==> src/rtl/core_pkg.sv <==
// Shared run-control definitions: hart state encoding and drain-counter sizing.
// Pure declarations; no logic of its own.
package core_pkg;

  localparam logic [1:0] ST_IDLE   = 2'd0;
  localparam logic [1:0] ST_RUN    = 2'd1;
  localparam logic [1:0] ST_DRAIN  = 2'd2;
  localparam logic [1:0] ST_HALTED = 2'd3;

  typedef enum logic [1:0] {
    HS_IDLE   = ST_IDLE,
    HS_RUN    = ST_RUN,
    HS_DRAIN  = ST_DRAIN,
    HS_HALTED = ST_HALTED
  } hart_state_t;

  function automatic int cnt_width(input int drain_cycles);
    int w;
    w = $clog2(drain_cycles + 1);
    return (w < 1) ? 1 : w;
  endfunction

endpackage

==> src/rtl/core_hart_fsm.sv <==
// One hart's run state and drain countdown; outputs decode registered state (1-cycle latency).
// A stalled hart freezes state and counter and drops that cycle's requests.
module core_hart_fsm
  import core_pkg::*;
#(
  parameter int DRAIN_CYCLES = 4,
  parameter int CNT_W        = cnt_width(DRAIN_CYCLES)
) (
  input  logic clk,
  input  logic rst,
  input  logic start,
  input  logic halt_req,
  input  logic resume,
  input  logic stall,
  output logic active,
  output logic halted,
  output logic fetch_en
);

  localparam logic [CNT_W-1:0] CNT_LOAD =
    (DRAIN_CYCLES == 0) ? '0 : CNT_W'(DRAIN_CYCLES - 1);

  hart_state_t      state, state_nxt;
  logic [CNT_W-1:0] cnt, cnt_nxt;

  always_ff @(posedge clk) begin
    if (rst) begin
      state <= HS_IDLE;
      cnt   <= '0;
    end else begin
      state <= state_nxt;
      cnt   <= cnt_nxt;
    end
  end

  always_comb begin
    state_nxt = state;
    cnt_nxt   = cnt;
    if (!stall) begin
      case (state)
        HS_IDLE: begin
          if (start) state_nxt = HS_RUN;
        end
        HS_RUN: begin
          // halt_req outranks start/resume arriving in the same cycle
          if (halt_req) begin
            if (DRAIN_CYCLES == 0) begin
              state_nxt = HS_HALTED;
            end else begin
              state_nxt = HS_DRAIN;
              cnt_nxt   = CNT_LOAD;
            end
          end
        end
        HS_DRAIN: begin
          if (cnt == '0) state_nxt = HS_HALTED;
          else           cnt_nxt   = cnt - CNT_W'(1);
        end
        HS_HALTED: begin
          if (resume || start) state_nxt = HS_RUN;
        end
        default: state_nxt = HS_IDLE;
      endcase
    end
  end

  assign active   = (state == HS_RUN) || (state == HS_DRAIN);
  assign halted   = (state == HS_HALTED);
  assign fetch_en = (state == HS_RUN);

endmodule

==> src/rtl/core_run_ctrl.sv <==
// Multi-hart run control with round-robin fetch grant; status outputs lag events by one cycle, grant is combinational.
// Stalled harts are excluded from arbitration and hold their run state.
module core_run_ctrl
  import core_pkg::*;
#(
  parameter int NHART        = 2,
  parameter int DRAIN_CYCLES = 4
) (
  input  logic             clk,
  input  logic             rst,
  input  logic [NHART-1:0] start,
  input  logic [NHART-1:0] halt_req,
  input  logic [NHART-1:0] resume,
  input  logic [NHART-1:0] stall,
  output logic [NHART-1:0] active,
  output logic [NHART-1:0] halted,
  output logic [NHART-1:0] fetch_en,
  output logic [NHART-1:0] grant
);

  localparam int CNT_W = cnt_width(DRAIN_CYCLES);
  localparam int PTR_W = (NHART > 1) ? $clog2(NHART) : 1;

  for (genvar i = 0; i < NHART; i++) begin : g_hart
    core_hart_fsm #(
      .DRAIN_CYCLES(DRAIN_CYCLES),
      .CNT_W       (CNT_W)
    ) u_hart (
      .clk     (clk),
      .rst     (rst),
      .start   (start[i]),
      .halt_req(halt_req[i]),
      .resume  (resume[i]),
      .stall   (stall[i]),
      .active  (active[i]),
      .halted  (halted[i]),
      .fetch_en(fetch_en[i])
    );
  end

  logic [NHART-1:0] cand;
  logic [PTR_W-1:0] rr_ptr, rr_nxt;
  logic             found;
  int               gidx;

  assign cand = fetch_en & ~stall;

  // Two passes give a cyclic search: indices at/after rr_ptr first, then the wrap.
  always_comb begin
    grant  = '0;
    rr_nxt = rr_ptr;
    found  = 1'b0;
    gidx   = 0;
    for (int i = 0; i < NHART; i++) begin
      if (!found && cand[i] && (i >= int'(rr_ptr))) begin
        grant[i] = 1'b1;
        found    = 1'b1;
        gidx     = i;
      end
    end
    for (int i = 0; i < NHART; i++) begin
      if (!found && cand[i]) begin
        grant[i] = 1'b1;
        found    = 1'b1;
        gidx     = i;
      end
    end
    if (found) rr_nxt = PTR_W'((gidx + 1) % NHART);
  end

  always_ff @(posedge clk) begin
    if (rst) rr_ptr <= '0;
    else     rr_ptr <= rr_nxt;
  end

endmodule

==> config.mk <==
export PLATFORM = sky130hd
export DESIGN_NAME = core_run_ctrl
export DESIGN_NICKNAME = d
export VERILOG_FILES = /design/src/rtl/core_pkg.sv /design/src/rtl/core_hart_fsm.sv /design/src/rtl/core_run_ctrl.sv
export SDC_FILE = /design/constraint.sdc
export NUM_CORES = 1
export LEC_CHECK = 0
export BUFFER_PORTS_ARGS = -buffer_cell sky130_fd_sc_hd__buf_2
export CORE_UTILIZATION = 40
export CTS_CLUSTER_SIZE = 24
export DETAILED_ROUTE_END_ITERATION = 10
export HOLD_SLACK_MARGIN = 0.12
export PLACE_DENSITY = 0.74
export SYNTH_ARGS = -nofsm -noshare
export SYNTH_HDL_FRONTEND = slang
export SYNTH_SLANG_ARGS = --single-unit
==> constraint.sdc <==
create_clock -name clk -period 2.2 [get_ports clk]
set_input_delay 0.22 -clock clk [delete_from_list [all_inputs] [get_ports clk]]
set_output_delay 0.22 -clock clk [all_outputs]
set_load 0.01 [all_outputs]
==> impl_metrics.py <==
metrics = {
    "outcome": {
        "outcome": "completed",
    },
    "worst_hold_path": {
        "min-delay-start": "rst",
        "hp-class": "input pin to register",
    },
    "cts": {
        "cts_setup_buffers": 0,
        "cts.sinks": 11,
        "cts_tree": "built",
        "cts_made_buffers": 3,
        "h-tree-depth": 1,
        "cts_resized": 0,
        "ctsRootBufferMaster": "clkbuf_4",
        "clk_latency_ns": 0.27,
        "clk_pin_slew_ns": 0.08,
        "ctsHoldBuffers": 0,
        "clock_path_buffers": 2,
    },
    "timing": {
        "fin_crit_sh_pct": 81.5,
        "min_period_ns": 1.79,
        "slew_headroom_pct": 76.9,
        "finalHoldViolCount": 0,
        "fin_worst_skew_ns": 0.00759,
        "max_freq_ghz": 0.558,
        "drv_slew": 0,
        "tightest_slew_ns": 0.346,
        "setup_viol": 0,
        "rsz0062_at_grt": "no",
        "setup_tns_ns": 0,
    },
    "cells_and_area": {
        "fill_cells": 188,
        "final_common_cell": "buf_2",
        "final_cell_mix": "buf_2, inv_1, nor2_1, ha_1, dfxtp_1",
        "antenna_cells": 0,
        "area_growth_pct": 11.7,
        "drive_above_1_share_pct": 24.8,
        "layout.nets": 128,
    },
    "setup_path": {
        "crit_start": "g_hart[0].u_hart.state[1]",
        "crit_buf_inv": 2,
        "start_kind": "register",
        "arrival_ns": 1.57,
        "cp_slowest_cell": "dfxtp_1",
        "crit_chain": "inv_1 > ha_1 > or2b_1 > nor2_1 > nor3b_1 > buf_2",
        "timing.rr.start": "g_hart[1].u_hart.cnt[0]",
        "cpPeakStageDelay_ns": 0.38,
        "critPathRequiredTime_ns": 1.98,
        "end_kind": "primary output",
        "cp_max_fo": 5,
        "crit_family": "simple AND/OR/NAND/NOR gates",
        "setup.worst_path.class": "register to primary output",
    },
    "pwr": {
        "seqPwrFrac_pct": 41.8,
        "power_frac_comb_pct": 32.1,
        "p_sw_share_pct": 32.8,
        "power.leakage_uw": 0.000407,
        "p_sw_uw": 180,
        "clkPwrFrac_pct": 26.2,
        "powerDensity_nw_per_um2": 611,
        "power_uw": 549,
        "peakVddDrop_uv": 329,
        "p_int_uw": 369,
    },
    "drt": {
        "viasPerCell": 4.66,
        "drt_pass1_iterations": 3,
        "routedWlPerCell_microns": 10.7,
        "vias": 606,
        "drt-initial-drc-count": 7,
        "drc": 0,
        "drt_wl_total_mm": 1.39,
        "antenna_left": 0,
    },
    "placed_design": {
        "portBuffers": 17,
        "dpl.hpwl_mm": 1.08,
        "place.gp.congestion": 0.693,
    },
    "global_routing": {
        "grt_pass1_wl_mm": 2.39,
        "antenna_found_initial": 0,
        "grt_pass1_vias": 602,
        "overflow": 0,
        "track_usage_pct": 15.6,
        "grt_max_degree": 16,
    },
    "synthesis": {
        "ys_types": 21,
        "postSynthAreaPerCell_sq_um": 8.84,
        "syn_inst": 91,
        "syn_area_sq_um": 805,
        "seq_area_frac_synth_pct": 27.4,
        "yosysWarnings": 0,
        "syn_nets": 113,
        "synth_seq_cells": 11,
    },
    "die": {
        "die_h_microns": 46.8,
        "start_util_pct": 44.7,
        "die-area_sq_um": 2190,
        "io_pins": 18,
        "num_rows": 15,
        "coreArea_sq_um": 1800,
        "fp.dieW_microns": 46.8,
    },
    "flow_run": {
        "drv_cap": 0,
    },
}
==> worst reg2reg max path: stages, from the launching register on <==
cell and delay [ns]:
dfxtp_1 0.35, inv_1 0.05, ha_1 0.19, ha_1 0.17
nand2b_1 0.18, a221oi_2 0.36, nor2_1 0.07, a311oi_1 0.24
==> stage by stage <==
step,util (%),std cells,hold WS (ns),setup WS [ns],instance area (sq um)
6_report,49.9,130,0.283,0.407,898
5_1_grt,49.9,130,0.295,0.268,898
4_1_cts,49.9,130,0.278,0.396,898
3_5_place_dp,48.4,126,0.457,0.515,872
3_3_place_gp,48.4,126,0.453,0.550,872
2_1_floorplan,-,91,0.400,0.660,805
==> power by group through the flow <==
stage,logic [uW],registers [uW],clock network [uW]
global placement,171,233,0
global route,198,233,155
floorplan,148,231,0
finish,176,229,144
detailed placement,176,234,0
CTS,177,230,146
==> routing by layer <==
layer	share of wire, %	track usage (%)
met5	0	0
met4	1.8	8.57
met3	3.8	3.85
met2	45	25.6
met1	49	18.8
==> sequential cells by signal (all words and copies together), names as in the netlist <==
| signal | flops |
|---|---|
| g_hart.u_hart.state | 4 |
| g_hart.u_hart.cnt | 6 |
| rr_ptr | 1 |
==> cell families (layout without fill, tap and decap cells) <==
logic type / count (synthesis) / after routing / synth area share (%)
AO/OA/AOI/OAI: 15 / 15 / 17.7
buffers and inverters: 23 / 37 / 13.5
adder cells (fa/ha/maj): 12 / 12 / 18.7
AND/OR/NAND/NOR: 26 / 26 / 17.4
flip-flops: 11 / 11 / 27.4
multiplexers: 4 / 4 / 5.29
==> cells in the mapped netlist <==
master	instances	area (sq um)
nor2b_4	1	13.8
a311oi_1	2	17.5
a211oi_1	4	30.0
mux2_2	2	22.5
or2b_1	1	7.51
o211a_1	2	20.0
nor2_1	13	48.8
clkbuf_1	1	3.75
dfxtp_1	11	220
mux2i_1	2	20.0
a21oi_1	3	15.0
inv_1	16	60.1
nor3_1	1	5.00
nor2_2	1	6.26
nor3b_1	2	15.0
a2bb2oi_1	2	17.5
buf_4	6	45.0
nand2b_1	7	43.8
ha_1	12	150
a2111oi_4	1	27.5
a221oi_2	1	15.0
==> path summary, 6_finish.rpt <==
kind / to / slack (ns) / cells after the start
setup / recovery: grant[1] / 0.41 / 6
hold reg to reg: g_hart[1].u_hart.cnt[0] / 0.47 / 1
hold / removal: g_hart[0].u_hart.cnt[2] / 0.28 / 2
setup reg to reg: g_hart[1].u_hart.cnt[1] / 0.51 / 7
==> final cells by class <==
| cell class | count | area, sq um | share of cell area [%] |
|---|---|---|---|
| multi-input combinational | 57 | 475 | 52.9 |
| tap | 25 | 31.3 | 3.48 |
| timing repair buffer | 17 | 85.1 | 9.47 |
| clock buffer | 4 | 26.3 | 2.92 |
| sequential | 11 | 220 | 24.5 |
| inverter | 16 | 60.1 | 6.69 |
Note: power is estimated with default switching activity, not from simulation.
